<file path="src/rtl/cla_pkg.sv">
// cla_pkg: shared lookahead constants, result type and the 4-wide carry-lookahead function
//   GRP_W         : bits (or groups) resolved by one lookahead block
//   la_t          : carries into each position plus block generate/propagate
//   cla_lookahead : flattened 4-wide lookahead, used per bit group and per group chunk
package cla_pkg;
   localparam int GRP_W = 4;
   typedef logic [GRP_W-1:0] grp_t;
   typedef struct packed {
      grp_t c;
      logic gm;
      logic pm;
   } la_t;
   function automatic la_t cla_lookahead(input grp_t p, input grp_t g, input logic c0);
      la_t r;
      r.c[0] = c0;
      r.c[1] = g[0] | (p[0] & c0);
      r.c[2] = g[1] | (p[1] & g[0]) | (p[1] & p[0] & c0);
      r.c[3] = g[2] | (p[2] & g[1]) | (p[2] & p[1] & g[0]) | (p[2] & p[1] & p[0] & c0);
      r.gm   = g[3] | (p[3] & g[2]) | (p[3] & p[2] & g[1]) | (p[3] & p[2] & p[1] & g[0]);
      r.pm   = &p;
      return r;
   endfunction
endpackage

</file>
<file path="src/rtl/cla_group4.sv">
// cla_group4: 4-bit lookahead group
//   a, b : operand bits (b already inverted for subtract)
//   c0   : carry into the group
//   s    : group sum
//   gm   : group generate, pm : group propagate (both independent of c0)
module cla_group4 import cla_pkg::*; (
   input  logic [3:0] a,
   input  logic [3:0] b,
   input  logic       c0,
   output logic [3:0] s,
   output logic       gm,
   output logic       pm
);
   logic [3:0] p, g;
   la_t la;
   assign p  = a ^ b;
   assign g  = a & b;
   assign la = cla_lookahead(p, g, c0);
   assign s  = p ^ la.c;
   assign gm = la.gm;
   assign pm = la.pm;
endmodule

</file>
<file path="src/rtl/cla_pipe_adder.sv">
// cla_pipe_adder: pipelined carry-lookahead adder/subtractor with valid/ready handshake
//   clk, rst             : clock, asynchronous active-high reset
//   in_valid / in_ready  : operand beat handshake
//   sub, cin, x, y       : operation select, carry-in (add only), operands
//   out_valid / out_ready: result handshake
//   sum, cout, ovf       : result, carry out of MSB (1 = no borrow on subtract), signed overflow
module cla_pipe_adder import cla_pkg::*; #(
   parameter int WIDTH = 64,
   parameter int GPS   = 4
) (
   input  logic             clk,
   input  logic             rst,
   input  logic             in_valid,
   output logic             in_ready,
   input  logic             sub,
   input  logic             cin,
   input  logic [WIDTH-1:0] x,
   input  logic [WIDTH-1:0] y,
   output logic             out_valid,
   input  logic             out_ready,
   output logic [WIDTH-1:0] sum,
   output logic             cout,
   output logic             ovf
);
   localparam int LW = GRP_W * GPS;
   localparam int NS = WIDTH / LW;
   localparam int NC = (GPS + GRP_W - 1) / GRP_W;
   logic             en;
   logic [WIDTH-1:0] yi;
   logic             c_first;
   assign en       = !(out_valid && !out_ready);
   assign in_ready = en;
   // y is inverted once at entry so the skewed operand slices already carry the subtract
   assign yi      = sub ? ~y : y;
   assign c_first = sub | cin;
   genvar k, q, n, j;
   for (k = 0; k < NS; k++) begin : stg
      logic [LW-1:0]  a, b, s;
      logic [GPS-1:0] gmv, pmv;
      logic           vi, ci, co, v, c;
      logic [LW-1:0]  sq [NS-k];
      if (k == 0) begin : src
         assign a  = x[LW-1:0];
         assign b  = yi[LW-1:0];
         assign vi = in_valid;
         assign ci = c_first;
      end else begin : src
         // slice k waits k register levels so it meets the carry of its own beat
         logic [LW-1:0] xq [k];
         logic [LW-1:0] yq [k];
         always_ff @(posedge clk or posedge rst) begin
            if (rst) begin
               for (int m = 0; m < k; m++) begin
                  xq[m] <= '0;
                  yq[m] <= '0;
               end
            end else if (en) begin
               xq[0] <= x[k*LW +: LW];
               yq[0] <= yi[k*LW +: LW];
               for (int m = 1; m < k; m++) begin
                  xq[m] <= xq[m-1];
                  yq[m] <= yq[m-1];
               end
            end
         end
         assign a  = xq[k-1];
         assign b  = yq[k-1];
         assign vi = stg[k-1].v;
         assign ci = stg[k-1].c;
      end
      // second-level lookahead over the groups, four at a time; missing groups pad as pure propagate
      for (q = 0; q < NC; q++) begin : chk
         grp_t pp, gg;
         la_t  la;
         logic cq, co_q;
         for (n = 0; n < GRP_W; n++) begin : pad
            if (q*GRP_W + n < GPS) begin : used
               assign pp[n] = pmv[q*GRP_W + n];
               assign gg[n] = gmv[q*GRP_W + n];
            end else begin : used
               assign pp[n] = 1'b1;
               assign gg[n] = 1'b0;
            end
         end
         if (q == 0) begin : cin_sel
            assign cq = ci;
         end else begin : cin_sel
            assign cq = chk[q-1].co_q;
         end
         assign la   = cla_lookahead(pp, gg, cq);
         assign co_q = la.gm | (la.pm & cq);
      end
      assign co = chk[NC-1].co_q;
      for (j = 0; j < GPS; j++) begin : grp
         cla_group4 u_grp (
            .a (a[j*GRP_W +: GRP_W]),
            .b (b[j*GRP_W +: GRP_W]),
            .c0(chk[j/GRP_W].la.c[j%GRP_W]),
            .s (s[j*GRP_W +: GRP_W]),
            .gm(gmv[j]),
            .pm(pmv[j])
         );
      end
      // completed slice k rides NS-k registers so every slice of a beat leaves together
      always_ff @(posedge clk or posedge rst) begin
         if (rst) begin
            v <= 1'b0;
            c <= 1'b0;
            for (int m = 0; m < NS-k; m++) sq[m] <= '0;
         end else if (en) begin
            v     <= vi;
            c     <= co;
            sq[0] <= s;
            for (int m = 1; m < NS-k; m++) sq[m] <= sq[m-1];
         end
      end
      assign sum[k*LW +: LW] = sq[NS-k-1];
      if (k == NS-1) begin : fin
         logic ovf_q;
         // carry into the MSB is recovered from its propagate and sum bits
         always_ff @(posedge clk or posedge rst) begin
            if (rst) ovf_q <= 1'b0;
            else if (en) ovf_q <= a[LW-1] ^ b[LW-1] ^ s[LW-1] ^ co;
         end
      end
   end
   assign out_valid = stg[NS-1].v;
   assign cout      = stg[NS-1].c;
   assign ovf       = stg[NS-1].fin.ovf_q;
endmodule

</file>
<file path="config.mk">
export PLATFORM = sky130hd
export DESIGN_NAME = cla_pipe_adder
export DESIGN_NICKNAME = d
export VERILOG_FILES = /design/src/rtl/cla_pkg.sv /design/src/rtl/cla_group4.sv /design/src/rtl/cla_pipe_adder.sv
export SDC_FILE = /design/constraint.sdc
export NUM_CORES = 1
export LEC_CHECK = 0
export ABC_AREA = 1
export CORE_ASPECT_RATIO = 1.75
export CORE_MARGIN = 2
export CORE_UTILIZATION = 50
export CTS_CLUSTER_DIAMETER = 150
export CTS_CLUSTER_SIZE = 25
export DETAILED_ROUTE_END_ITERATION = 10
export GPL_TIMING_DRIVEN = 1
export PLACE_DENSITY = 0.73
export SYNTH_ARGS = -nofsm -noshare
export SYNTH_HDL_FRONTEND = slang
export SYNTH_SLANG_ARGS = --single-unit
</file>
<file path="constraint.sdc">
create_clock -name clk -period 19.7 [get_ports clk]
set_input_delay 3.94 -clock clk [delete_from_list [all_inputs] [get_ports clk]]
set_output_delay 3.94 -clock clk [all_outputs]
set_load 0.05 [all_outputs]
</file>
* After elaboration in Yosys (flattened, before gate mapping) *
Index checks and enable logic that the tools add are counted.

word-level totals
  word-level logic and storage cells = 576
  register bits after elaboration = 361
  bits of input ports = 134

cells by class
  mux-type cells = 1
  reduce and logical (&&, ||, !) cells = 23
  bitwise logic cells = 521

operator list
  operator           number
  $and 1x1->1        284
  $or 1x1->1         185
  $xor 4x4->4        32
  $and 4x4->4        16
  $mux 64            1
  $not 64->64        1
  $reduce_and 16->1  4
  $reduce_and 4->1   16
  $xor 1x1->1        3
  $logic_not 1->1    2
  $logic_and 1x1->1  1

* Depth between registers and ports, before layout *
Gate-level depths: netlist (run 1).

  depth in word-level cells = 14
  mapped depth = 16

* Cells and area by module *
Synthesis (run 1) repeated with hierarchy kept, for this count alone.

second synthesis, totals
  cell total of the unflattened synthesis = 2061
  area, all modules = 17865.9 µm²

modules (own cells, without submodules)
  module          cells an instance  area each (µm²)  instances  seq. area each (µm²)
  cla_pipe_adder  1565               14823.0          1          9033.7
  cla_group4      31                 190.2            16         0.0

* Worst setup path before layout (run 1) *
No wires, ideal clock.

  path type = in2out
  from = input out_ready
  to = output in_ready
  cell stages on the path = 5
  data arrival time = 4.661 ns
  setup slack = 11.099 ns
  data required time = 15.760 ns
  cell sequence = nor2_4 > buf_6 > inv_2 > buf_2 > buf_2

on the way
  word-level cells in the longest chain between the ends = 3

ends and longest elaborated chain
  item                RTL line              source
  start: declaration  cla_pipe_adder.sv:20  input logic out_ready,
  $logic_not 1->1     cla_pipe_adder.sv:31  assign en = !(out_valid && !out_ready);
  $logic_and 1x1->1   cla_pipe_adder.sv:31
  $logic_not 1->1     cla_pipe_adder.sv:31
  end: declaration    cla_pipe_adder.sv:14  output logic in_ready,

Every way passes these cells.

* Worst setup path in the final report (run 1) *
Same ends and word-level chain as after synthesis.

==> results of run 1 <==
## cell usage after synthesis, drive strengths merged (14+ instances only)
cell and number:
a21oi 28, o21ai 238, nor2 32, dfrtp 361, xnor2 63, inv 154, nand3 69, nand2 713
ha 64, buf 120, xor2 23, clkbuf 14, fa 16
## through the flow
step                      hold slack, ns  setup slack, ns
final                              0.474             9.28
after global routing               0.496             9.12
after CTS                          0.474             9.31
after detailed placement           0.454             9.32
after global placement             0.451             9.30
after floorplan                    0.440             5.74
## cells by family after synthesis
family          count (synthesis)
compound gates                287
xor+xnor                       86
buf+inv                       288
flops                         361
fa+ha+maj                      80
simple gates                  838
## metal layers
metal,GRT usage,share of wire,up-vias
met4,0.0804,0.040,0
met5,0,0,-
met1,0.262,0.40,5989
met3,0.0200,0.033,76
met2,0.370,0.52,251
li1,-,-,6236
## final timing paths
| path | startpoint | end | slack, ns | cells past startpoint |
|---|---|---|---|---|
| worst max-delay path | out_ready | in_ready | 9.28 | 5 |
| worst min-delay path | stg[3].src.xq[31] | stg[3].a[15] | 0.47 | 2 |
| worst max register to register | out_valid | stg[2].src.xq[25] | 16.84 | 6 |
| worst min register to register | stg[3].src.xq[31] | stg[3].a[15] | 0.47 | 2 |
| max in group asynchronous | rst | stg[3].src.xq[33] | 13.34 | 4 |
| min in group asynchronous | rst | stg[2].a[6] | 4.00 | 2 |
## registers in the layout, indices dropped and copies added, names as in the netlist
signal and flops:
stg.a 48, sum 48, stg.b 48, out_valid 1, ovf 1, cout 1, stg.src.yq 48, stg.src.xq 48
stg.sq 112, stg.c 3, stg.v 3
## worst register-to-register path: stages (launching register included)
cell and delay [ns]:
dfrtp_1 0.42, inv_1 0.11, nor2_4 0.05, buf_12 0.30, inv_8 0.67, buf_4 0.91, o21ai_0 0.25
## area by class of cell
cell class,count,area (um2),area share
sequential,361,9030,0.460
clock inverter,1,16.3,0.000828
multi-input combinational,1291,6860,0.349
inverter,154,593,0.0302
tap,460,576,0.0293
clock buffer,19,475,0.0242
timing repair buffer,209,2090,0.107
## power groups by stage
stage	logic (uW)	registers, uW	clock network [uW]
after floorplan	1130	1280	0
after global placement	1450	1260	0
after detailed placement	1500	1270	0
after CTS	1510	1260	422
after global routing	1680	1290	446
final	1490	1250	407
==> flow_summary.yaml, run 1 <==
sta:
  rsz0062_at_grt: "no"
  slew_headroom: 0.261
  fin_setup_tns_ns: 0
  hold_violations: 0
  finalCritPeriodShare: 0.529
  fmax_ghz: 0.0960
  worst_pin_slew_ns: 1.11
  finClkSkew_ns: 0.0175
  setup_viol: 0
  period_minus_slack_ns: 10.42
  drv_slew: 0
place:
  dp_hpwl_um: 25200
  gp_routability_congestion: 0.841
  placed_cells: 2475
  numPortBuffers: 201
  placed_cell_area_um2: 19200
setup_path:
  end_kind: "output port"
  cp.required_ns: 15.76
  cp_max_fo: 219
  slowest_delay_ns: 0.81
  timing.critical_path.max_delay_family: "buffers and inverters"
  path_buf_inv: 4
  path_class: "in2out"
  crit_top_cell: "clkdlybuf4s50_1"
  cp_cell_sequence: "clkdlybuf4s50_1 > nor2_4 > buf_12 > inv_8 > clkdlybuf4s50_1"
  arrival_ns: 6.48
  crit_slowest_cell: "clkdlybuf4s50_1"
  startpoint_type: "primary input"
routing:
  first_iter_violations: 648
  routed_via_density: 5.03
  drt-total-wl_um: 36800
  antenna_left: 0
  routed-via-count: 12600
  drcViolationCount: 0
  drt_first_pass_iters: 5
  wl_per_cell_um: 14.8
power:
  fin_total_pwr_uw: 3150
  power.share.clock: 0.129
  comb_power_share: 0.472
  p_seq_frac: 0.399
  leakage_uw: 0.00958
  p_sw_uw: 1370
  switching_share: 0.434
  p_int_uw: 1780
  power.density_nw_per_um2: 160
  ir_worst_vdd_mv: 0.101
grt:
  grt_start_max_net_pins: 220
  grt.total_usage: 0.209
  overflow: 0
  grt_antenna_before_repair: 0
  first_global_vias: 12500
  grt_first_pass_wirelength_um: 61200
logic_synthesis:
  syn_area_um2: 17300
  synth_top_area_share: 0.523
  async_flop_share: 1.00
  synthTopCellsByArea: "dfrtp_1, nand2_1, o21ai_0, ha_1, inv_1"
  yosys_warnings: 0
  yosys_register_bits: 361
  synthesis.instances: 1940
  synth_fp_nets: 2154
  synthSimpleGateAreaFrac: 0.201
  avgSynthCellArea_um2: 8.90
  synth_top_flop_cell: "dfrtp_1"
  yosys.area_share.adder: 0.0649
  synth_compound_area_frac: 0.0881
  synth_top_area_cell: "dfrtp_1"
  yosysSeqAreaShare: 0.523
  synth_xor_area_frac: 0.0436
  synthMuxAreaShare: 0
  ys_types: 44
  synth_edf_count: 0
  synth_top_family_by_area: "simple AND/OR/NAND/NOR gates"
die:
  die-area_um2: 36100
  initial_core_util: 0.504
  coreArea_um2: 34200
  die_w_um: 144
  io_pins: 202
  std_cell_rows: 90
  fp.dieH_um: 250
clocking:
  worstSkewPairLatency_ns: 0.52
  clock_path_buffers: 3
  cts_tree: "built"
  h-tree-depth: 1
  root_buffer: "clkbuf_16"
  cts_buffers: 18
  cts_setup_buffers: 0
  path_clk_slew_ns: 0.09
  postCtsHoldBufs: 0
  cts-resized-gates: 0
  clock_sinks: 361
final_layout:
  fin_nets: 2249
  diodes: 0
  final_cell_mix: "nand2_1, dfrtp_1, o21ai_0"
  fin_cells: 2495
  syn_to_final_growth_pct: 13.8
  drive_gt1_frac: 0.0413
  fin_area_um2: 19700
  fin_util: 0.574
  layout_commonest_cell: "nand2_1"
  num-fill-cells: 3143
job:
  cap_violations: 0
hold_path:
  hold_class: "reg2reg"
status:
  status: "completed"
(Power assumes the default switching activity.)
==> run 2, diff against run 1 <==
==> constraint.sdc (replaced) <==
create_clock -name clk -period 10.23 [get_ports clk]
set_input_delay 2.046 -clock clk [delete_from_list [all_inputs] [get_ports clk]]
set_output_delay 2.046 -clock clk [all_outputs]
set_load 0.05 [all_outputs]
==> flow_summary.yaml, run 2 (synthesis results as in run 1) <==
routing:
  antenna_left: 0
  first_iter_violations: 748
  drt-total-wl_um: 36500
  wl_per_cell_um: 14.6
  routed_via_density: 5.01
  drcViolationCount: 0
  drt_first_pass_iters: 5
  routed-via-count: 12500
die:
  initial_core_util: 0.504
  coreArea_um2: 34200
  die-area_um2: 36100
  fp.dieH_um: 250
  io_pins: 202
  die_w_um: 144
  std_cell_rows: 90
sta:
  setup_viol: 0
  slew_headroom: 0.332
  finalCritPeriodShare: 0.643
  hold_violations: 0
  drv_slew: 0
  fin_setup_tns_ns: 0
  rsz0062_at_grt: "no"
  fmax_ghz: 0.152
  worst_pin_slew_ns: 1.00
  finClkSkew_ns: 0.0171
  setup_ws_ns: 3.66
  period_minus_slack_ns: 6.57
clocking:
  worstSkewPairLatency_ns: 0.53
  root_buffer: "clkbuf_16"
  cts-resized-gates: 0
  cts_setup_buffers: 0
  clock_sinks: 361
  clock_path_buffers: 3
  h-tree-depth: 1
  path_clk_slew_ns: 0.10
  postCtsHoldBufs: 0
  cts_tree: "built"
  cts_buffers: 18
place:
  numPortBuffers: 201
  placed_cells: 2477
  preCtsSetupSlack_ns: 3.67
  gp_routability_congestion: 0.836
  dp_hpwl_um: 25300
grt:
  grt_util_met2: 0.373
  gr-usage-met3: 0.0217
  overflow: 0
  top_usage_layer: "met2"
  grt.total_usage: 0.206
  grt_util_met1: 0.252
  grt_first_pass_wirelength_um: 60500
  grt_start_max_net_pins: 267
  first_global_vias: 12600
  grt_antenna_before_repair: 2
final_layout:
  regArea_um2: 9030
  regMostFlops: "stg.sq"
  largest_register_ff_count: 112
  layout_commonest_cell: "nand2_1"
  fin_nets: 2251
  final_cell_mix: "nand2_1, dfrtp_1, o21ai_0"
  num-fill-cells: 3087
  multi_input_area_um2: 6860
  drive_gt1_frac: 0.0422
  syn_to_final_growth_pct: 13.9
  fin_cells: 2499
setup_path:
  startpoint_type: "primary input"
  arrival_ns: 4.53
  cp.required_ns: 8.18
  path_class: "in2out"
  end_kind: "output port"
  cp_max_fo: 118
power:
  power.density_nw_per_um2: 308
  leakage_uw: 0.00958
  ir_worst_vdd_mv: 0.164
status:
  status: "completed"
hold_path:
  hold_class: "reg2reg"
job:
  cap_violations: 0
-- run 2: cell type report --
class	count	area share
clock buffers	19	0.0242
well taps	460	0.0293
inverters	154	0.0300
diodes	2	0.000254
repair buffers	211	0.107
clock inverters	1	0.000827
flip-flops and latches	361	0.459
multi-input cells	1291	0.349
-- run 2: worst paths after layout --
kind	startpoint	endpoint	slack, ns	depth (start not counted)
max reg2reg	out_valid	stg[0].sq[59]	7.42	7
min reg2reg	stg[1].sq[16]	sum[16]	0.48	2
max	out_ready	in_ready	3.66	5
min	stg[1].sq[16]	sum[16]	0.48	2
min in group asynchronous	rst	sum[38]	2.14	3
max in group asynchronous	rst	stg[3].src.yq[30]	6.54	4
-- run 2: critical path, stage by stage --
cell             delay [ns]
clkdlybuf4s50_1        0.45
nor2_4                 0.11
buf_4                  0.62
inv_8                  0.40
clkdlybuf4s50_1        0.82
-- run 2: layer usage --
layer | routed length, um | vias to the layer above
met2 | 19400 | 204
met3 | 1100 | 58
met1 | 14700 | 6009
met5 | 0 | -
li1 | - | 6244
met4 | 1280 | 0
-- run 2: where the power goes --
group | internal, uW | switching [uW] | total (uW)
combinational | 1030 | 1830 | 2870
clock | 338 | 442 | 779
sequential | 2060 | 351 | 2410
-- run 2: stage by stage --
| step | util | hold WS, ns | instance area (um2) | power, uW |
|---|---|---|---|---|
| final | 0.575 | 0.476 | 19700 | 6060 |
| after global placement | 0.560 | 0.451 | 19200 | 5220 |
| after global routing | 0.574 | 0.499 | 19700 | 6580 |
| after CTS | 0.574 | 0.478 | 19700 | 6140 |
| after floorplan | - | 0.440 | 17300 | 4630 |
| after detailed placement | 0.560 | 0.455 | 19200 | 5330 |
==> patch 1: new RTL, settings of run 1 <==
Set the parameter `WIDTH` to 32 (it was 64).
--- a/src/rtl/cla_pipe_adder.sv
+++ b/src/rtl/cla_pipe_adder.sv
@@ -5,7 +5,7 @@
 //   out_valid / out_ready: result handshake
 //   sum, cout, ovf       : result, carry out of MSB (1 = no borrow on subtract), signed overflow
 module cla_pipe_adder import cla_pkg::*; #(
-   parameter int WIDTH = 64,
+   parameter int WIDTH = 32,
    parameter int GPS   = 4
 ) (
    input  logic             clk,
Ports: changed (resized sum, x and y); port bits go from 202 to 106. No check against the original RTL was run, so the function may have changed too.
==> patch 1 against run 1 <==
  * Sequential power is 80% lower
  * Sequential cell count is 276 lower
  * Worst setup slack worse by 0.39 ns
  * Cell area is 68% lower
  * Synthesized area is 71% lower
  * Die area is 70% lower
  * Total power is 75% lower
  * Wire length is 71% lower
==> patch 1: results (changes against run 1) <==
.. list-table::
   :header-rows: 1

   * - Metric
     - Value
   * - Run status
     - completed
   * - Commonest cells post-synth
     - sky130_fd_sc_hd__nand2_1 (224), sky130_fd_sc_hd__dfrtp_1 (85), sky130_fd_sc_hd__inv_1 (50)
   * - Min Hold Slack
     - 0.453 ns (-0.0215 ns)
   * - Max rail drop VDD
     - 0.0000902 V (-11%)
   * - Area post-placement
     - 6050 µm² (-68%)
   * - Actual slew at the worst max-slew pin
     - 1.08 ns (-0.0310 ns)
   * - Pre-Repair DR Iteration Count
     - 4 (-1)
   * - Pre-CTS worst setup slack
     - 8.90 ns (-0.417 ns)
   * - Global placer's final weighted congestion
     - 0.876 (+4.2%)
   * - Met2 Usage GRT
     - 39.4% (+2.5 points)
   * - Global routing usage summed across all routing layers
     - 21.0% (+0.060 points)
   * - Leakage power figure
     - 3.17 nW (-67%)
   * - Overall die area
     - 11000 µm² (-70%)
   * - Placed wire-length estimate after detailed placement
     - 7960 µm (-68%)
   * - CTS Sinks
     - 85 (-76%)
   * - Wire length on met3
     - 374 µm (-69%)
   * - Switching share of power
     - 39.8% (-3.6 points)
   * - Area contributors post-synth
     - sky130_fd_sc_hd__dfrtp_1 (42%), sky130_fd_sc_hd__nand2_1 (17%), sky130_fd_sc_hd__ha_1 (7.9%)
   * - Global Route met3 Usage
     - 3.36% (+1.4 points)
   * - Number of port buffers
     - 105 (-48%)
   * - Cell count after synthesis
     - 616 (-68%)
   * - Cell total after placement
     - 810 (-67%)
   * - Register share of the cell area
     - 33.3% (-13 points)
   * - Buffer depth of the longest clock path
     - 2 (-1)
   * - Clock transition at the registers of the reported paths
     - 0.06 ns (-0.03 ns)
   * - Reg-to-reg endpoint
     - stg[0].sq[19]
   * - Syn_nets
     - 726 (-66%)
   * - Startpoint of the lowest-slack hold path
     - stg[0].v
   * - Post-Route M1 WL
     - 4140 µm (-72%)
   * - Fraction of final layout cells with drive strength greater than 1
     - 5.14% (+1.0 points)
   * - Final Power
     - 0.778 mW (-75%)
   * - Largest register FFs
     - 32 (-71%)
   * - Critical Path AT
     - 6.87 ns (+0.39 ns)
   * - Count of inverters other than clock inverters in the layout
     - 53 (-66%)
   * - Data buffer area share
     - 16.6% (+6.0 points)
   * - Sequential area share after synthesis
     - 42.1% (-10 points)
   * - Maximum number of pins on one net before global-route repair
     - 112 (-49%)
   * - Global-route track usage on met1
     - 22.1% (-4.1 points)
   * - Power consumed by combinational cells
     - 0.338 mW (-77%)
   * - Max Fanout on Critical Path
     - 111 (-49%)
   * - Post-Layout Cell Count
     - 825 (-67%)
   * - Fill cell count
     - 887 (-72%)
   * - Multi-input logic portion of the cell area
     - 39.3% (+4.4 points)
   * - Worst clock skew on the final layout
     - 0.00679 ns (-0.0107 ns)
   * - Slowest stage delay, CP
     - 0.88 ns (+0.07 ns)
## patch 1: changes by cell type after synthesis, sizes merged, moves of 4 or more
cell    before  now
nand3b       7    1
nand3       69   36
nand2      713  233
ha          64   32
dfrtp      361   85
xnor2       63   23
xor2        23   19
o21ai      238   41
nor2        32   20
buf        120   30
inv        154   52
a21oi       28   12
clkbuf      14    8
fa          16    8
## patch 1: how the worst max path moves through the flow
stage | from | endpoint | slack [ns]
final | out_ready | in_ready | 8.89
after global routing | out_ready | in_ready | 8.72
after CTS | out_ready | in_ready | 8.89
after detailed placement | out_ready | in_ready | 8.90
after global placement | out_ready | in_ready | 8.91
after floorplan | out_ready | in_ready | 11.06
## patch 1: cells by family after synthesis
group | after synthesis | synth area share (%)
and+or+nand+nor | 298 | 24.9
buffers and inverters | 91 | 8.42
DFF | 85 | 42.1
AOI/OAI and AO/OA | 60 | 6.29
xor gates and xnor gates | 42 | 7.28
adders and majority gates | 40 | 11.1
==> patch 2: new RTL, settings of run 1 <==
Without the edit above. Register the output `ovf`, with the module's reset; this adds one clock of latency there. The other outputs are not delayed to match.
--- a/src/rtl/cla_pipe_adder.sv
+++ b/src/rtl/cla_pipe_adder.sv
@@ -126,6 +126,12 @@
    end
    assign out_valid = stg[NS-1].v;
    assign cout      = stg[NS-1].c;
-   assign ovf       = stg[NS-1].fin.ovf_q;
+   always_ff @(posedge clk or posedge rst) begin
+      if (rst) begin
+         ovf <= '0;
+      end else begin
+         ovf <= stg[NS-1].fin.ovf_q;
+      end
+   end
 endmodule
 
Formal check against the unedited RTL: not equivalent (Yosys sat finds a counterexample within 10 cycles, from zero or initial values and one cycle with rst high).
==> patch 2 against run 1 <==
  * Sequential cell count up 1
  * Worst setup slack worse by 0.028 ns
  * Wire length down 5.7%
  * Cell area about the same
  * Critical path depth unchanged
  * Critical endpoint unchanged
  * Highest routed layer is now met5
  * Synthesized area down 0.14%
  * Largest cell class unchanged
  * Sequential share of layout area up 0.15 points
  * Total power down 1.3%
  * Global-route usage down 1.2 points
==> patch 2: results (changes against run 1) <==
.. list-table::
   :header-rows: 1

   * - Metric
     - Value
   * - Switching share of power
     - 42.9% (-0.55 points)
   * - Min Hold Slack
     - 0.390 ns (-0.0839 ns)
   * - Critical Path AT
     - 6.51 ns (+0.03 ns)
   * - Leakage power figure
     - 9.55 nW (-0.32%)
   * - Run status
     - completed
   * - Buffer depth of the longest clock path
     - 3 (unchanged)
   * - Fraction of final layout cells with drive strength greater than 1
     - 3.63% (-0.49 points)
   * - First DRT Iteration DRCs
     - 661 (+2.0%)
   * - Count of unique library cells instantiated by Yosys
     - 45 (+2.3%)
   * - Diodes inserted
     - 6 (+6)
   * - Startpoint of the lowest-slack hold path
     - stg[3].fin.ovf_q
   * - Placed wire-length estimate after detailed placement
     - 23600 µm (-6.5%)
   * - Count of inverters other than clock inverters in the layout
     - 158 (+2.6%)
   * - Initial antenna violation count
     - 7 (+7)
   * - Cell depth of the worst hold path
     - 0 (-2)
   * - Clk cell area share
     - 2.50% (about the same)
   * - Worst clock skew on the final layout
     - 0.0187 ns (+0.00127 ns)
   * - Vias in the first global route
     - 12484 (-0.14%)
   * - Commonest cells post-synth
     - sky130_fd_sc_hd__nand2_1 (686), sky130_fd_sc_hd__dfrtp_1 (362), sky130_fd_sc_hd__o21ai_0 (232)
   * - Later-pin clock latency in the skew report
     - 0.53 ns
   * - Max rail drop VDD
     - 0.000108 V (+6.7%)
   * - Multi-input gates
     - 1288 (-0.23%)
   * - Slowest stage delay, CP
     - 0.94 ns (+0.13 ns)
   * - Actual slew at the worst max-slew pin
     - 1.01 ns (-0.0984 ns)
   * - Hold Path Sink
     - ovf
   * - Worst min-delay path category
     - reg2reg
   * - Multi-input logic portion of the cell area
     - 34.6% (-0.32 points)
   * - Data buffer area share
     - 10.7% (about the same)
   * - Global-route wire length before repair
     - 58500 µm (-4.3%)
   * - Wirelength, routed
     - 34700 µm (-5.7%)
   * - Reg-to-reg slack, setup
     - 16.43 ns (-0.41 ns)
   * - Fill cell count
     - 3120 (-0.73%)
   * - Syn_nets
     - 2156 (+0.093%)
   * - Overall die area
     - 36000 µm² (-0.13%)
   * - Reg-to-reg endpoint
     - stg[3].src.yq[40]
   * - Area post-placement
     - 19100 µm² (-0.14%)
   * - Total area of sequential cells
     - 9060 µm² (+0.28%)
   * - Maximum number of pins on one net before global-route repair
     - 249 (+13%)
   * - Vias
     - 12532 (-0.16%)
   * - Global routing usage summed across all routing layers
     - 19.7% (-1.2 points)
   * - CTS Sinks
     - 362 (+0.28%)
-- patch 2: cell families after synthesis --
group | after synthesis | share of synthesized area, %
and+or+nand+nor | 833 | 19.7
DFF | 362 | 52.5
buffers and inverters | 292 | 8.03
AOI/OAI and AO/OA | 291 | 8.93
xor gates and xnor gates | 84 | 4.27
adders and majority gates | 80 | 6.50
-- patch 2: per-layer routing --
layer	GRT usage, %	vias up	part of all wire (%)
li1	-	6245	-
met3	1.96	80	3.3
met1	24.0	5979	41
met2	34.8	226	52
met5	0	-	0.032
met4	8.85	2	4.3
-- patch 2: worst max-delay path: cells and delay by family --
kind / cells / cell delay (ns)
buf+inv: 4 / 2.37
simple gates: 1 / 0.04
-- patch 2: stage by stage --
stage               setup WS, ns  util (%)  power (mW)  cells
floorplan                   5.71         -        2.39   1942
global placement            9.27      55.9        2.67   2477
detailed placement          9.29      55.9        2.73   2477
CTS                         9.27      57.3        3.15   2497
global route                9.14      57.4        3.38   2503
finish                      9.25      57.4        3.11   2503
-- patch 2: how the worst max path moves through the flow --
| stage | end | cells past startpoint |
|---|---|---|
| 2_1_floorplan | cout | 1 |
| 3_3_place_gp | in_ready | 5 |
| 3_5_place_dp | in_ready | 5 |
| 4_1_cts | in_ready | 5 |
| 5_1_grt | in_ready | 5 |
| 6_report | in_ready | 5 |
-- patch 2: power groups by stage --
| stage | Clock, mW | Combinational, mW | Sequential [mW] |
|---|---|---|---|
| 3_5_place_dp | 0 | 1.46 | 1.27 |
| 2_1_floorplan | 0 | 1.11 | 1.28 |
| 5_1_grt | 0.445 | 1.64 | 1.29 |
| 3_3_place_gp | 0 | 1.41 | 1.26 |
| 6_report | 0.404 | 1.45 | 1.25 |
| 4_1_cts | 0.423 | 1.47 | 1.26 |
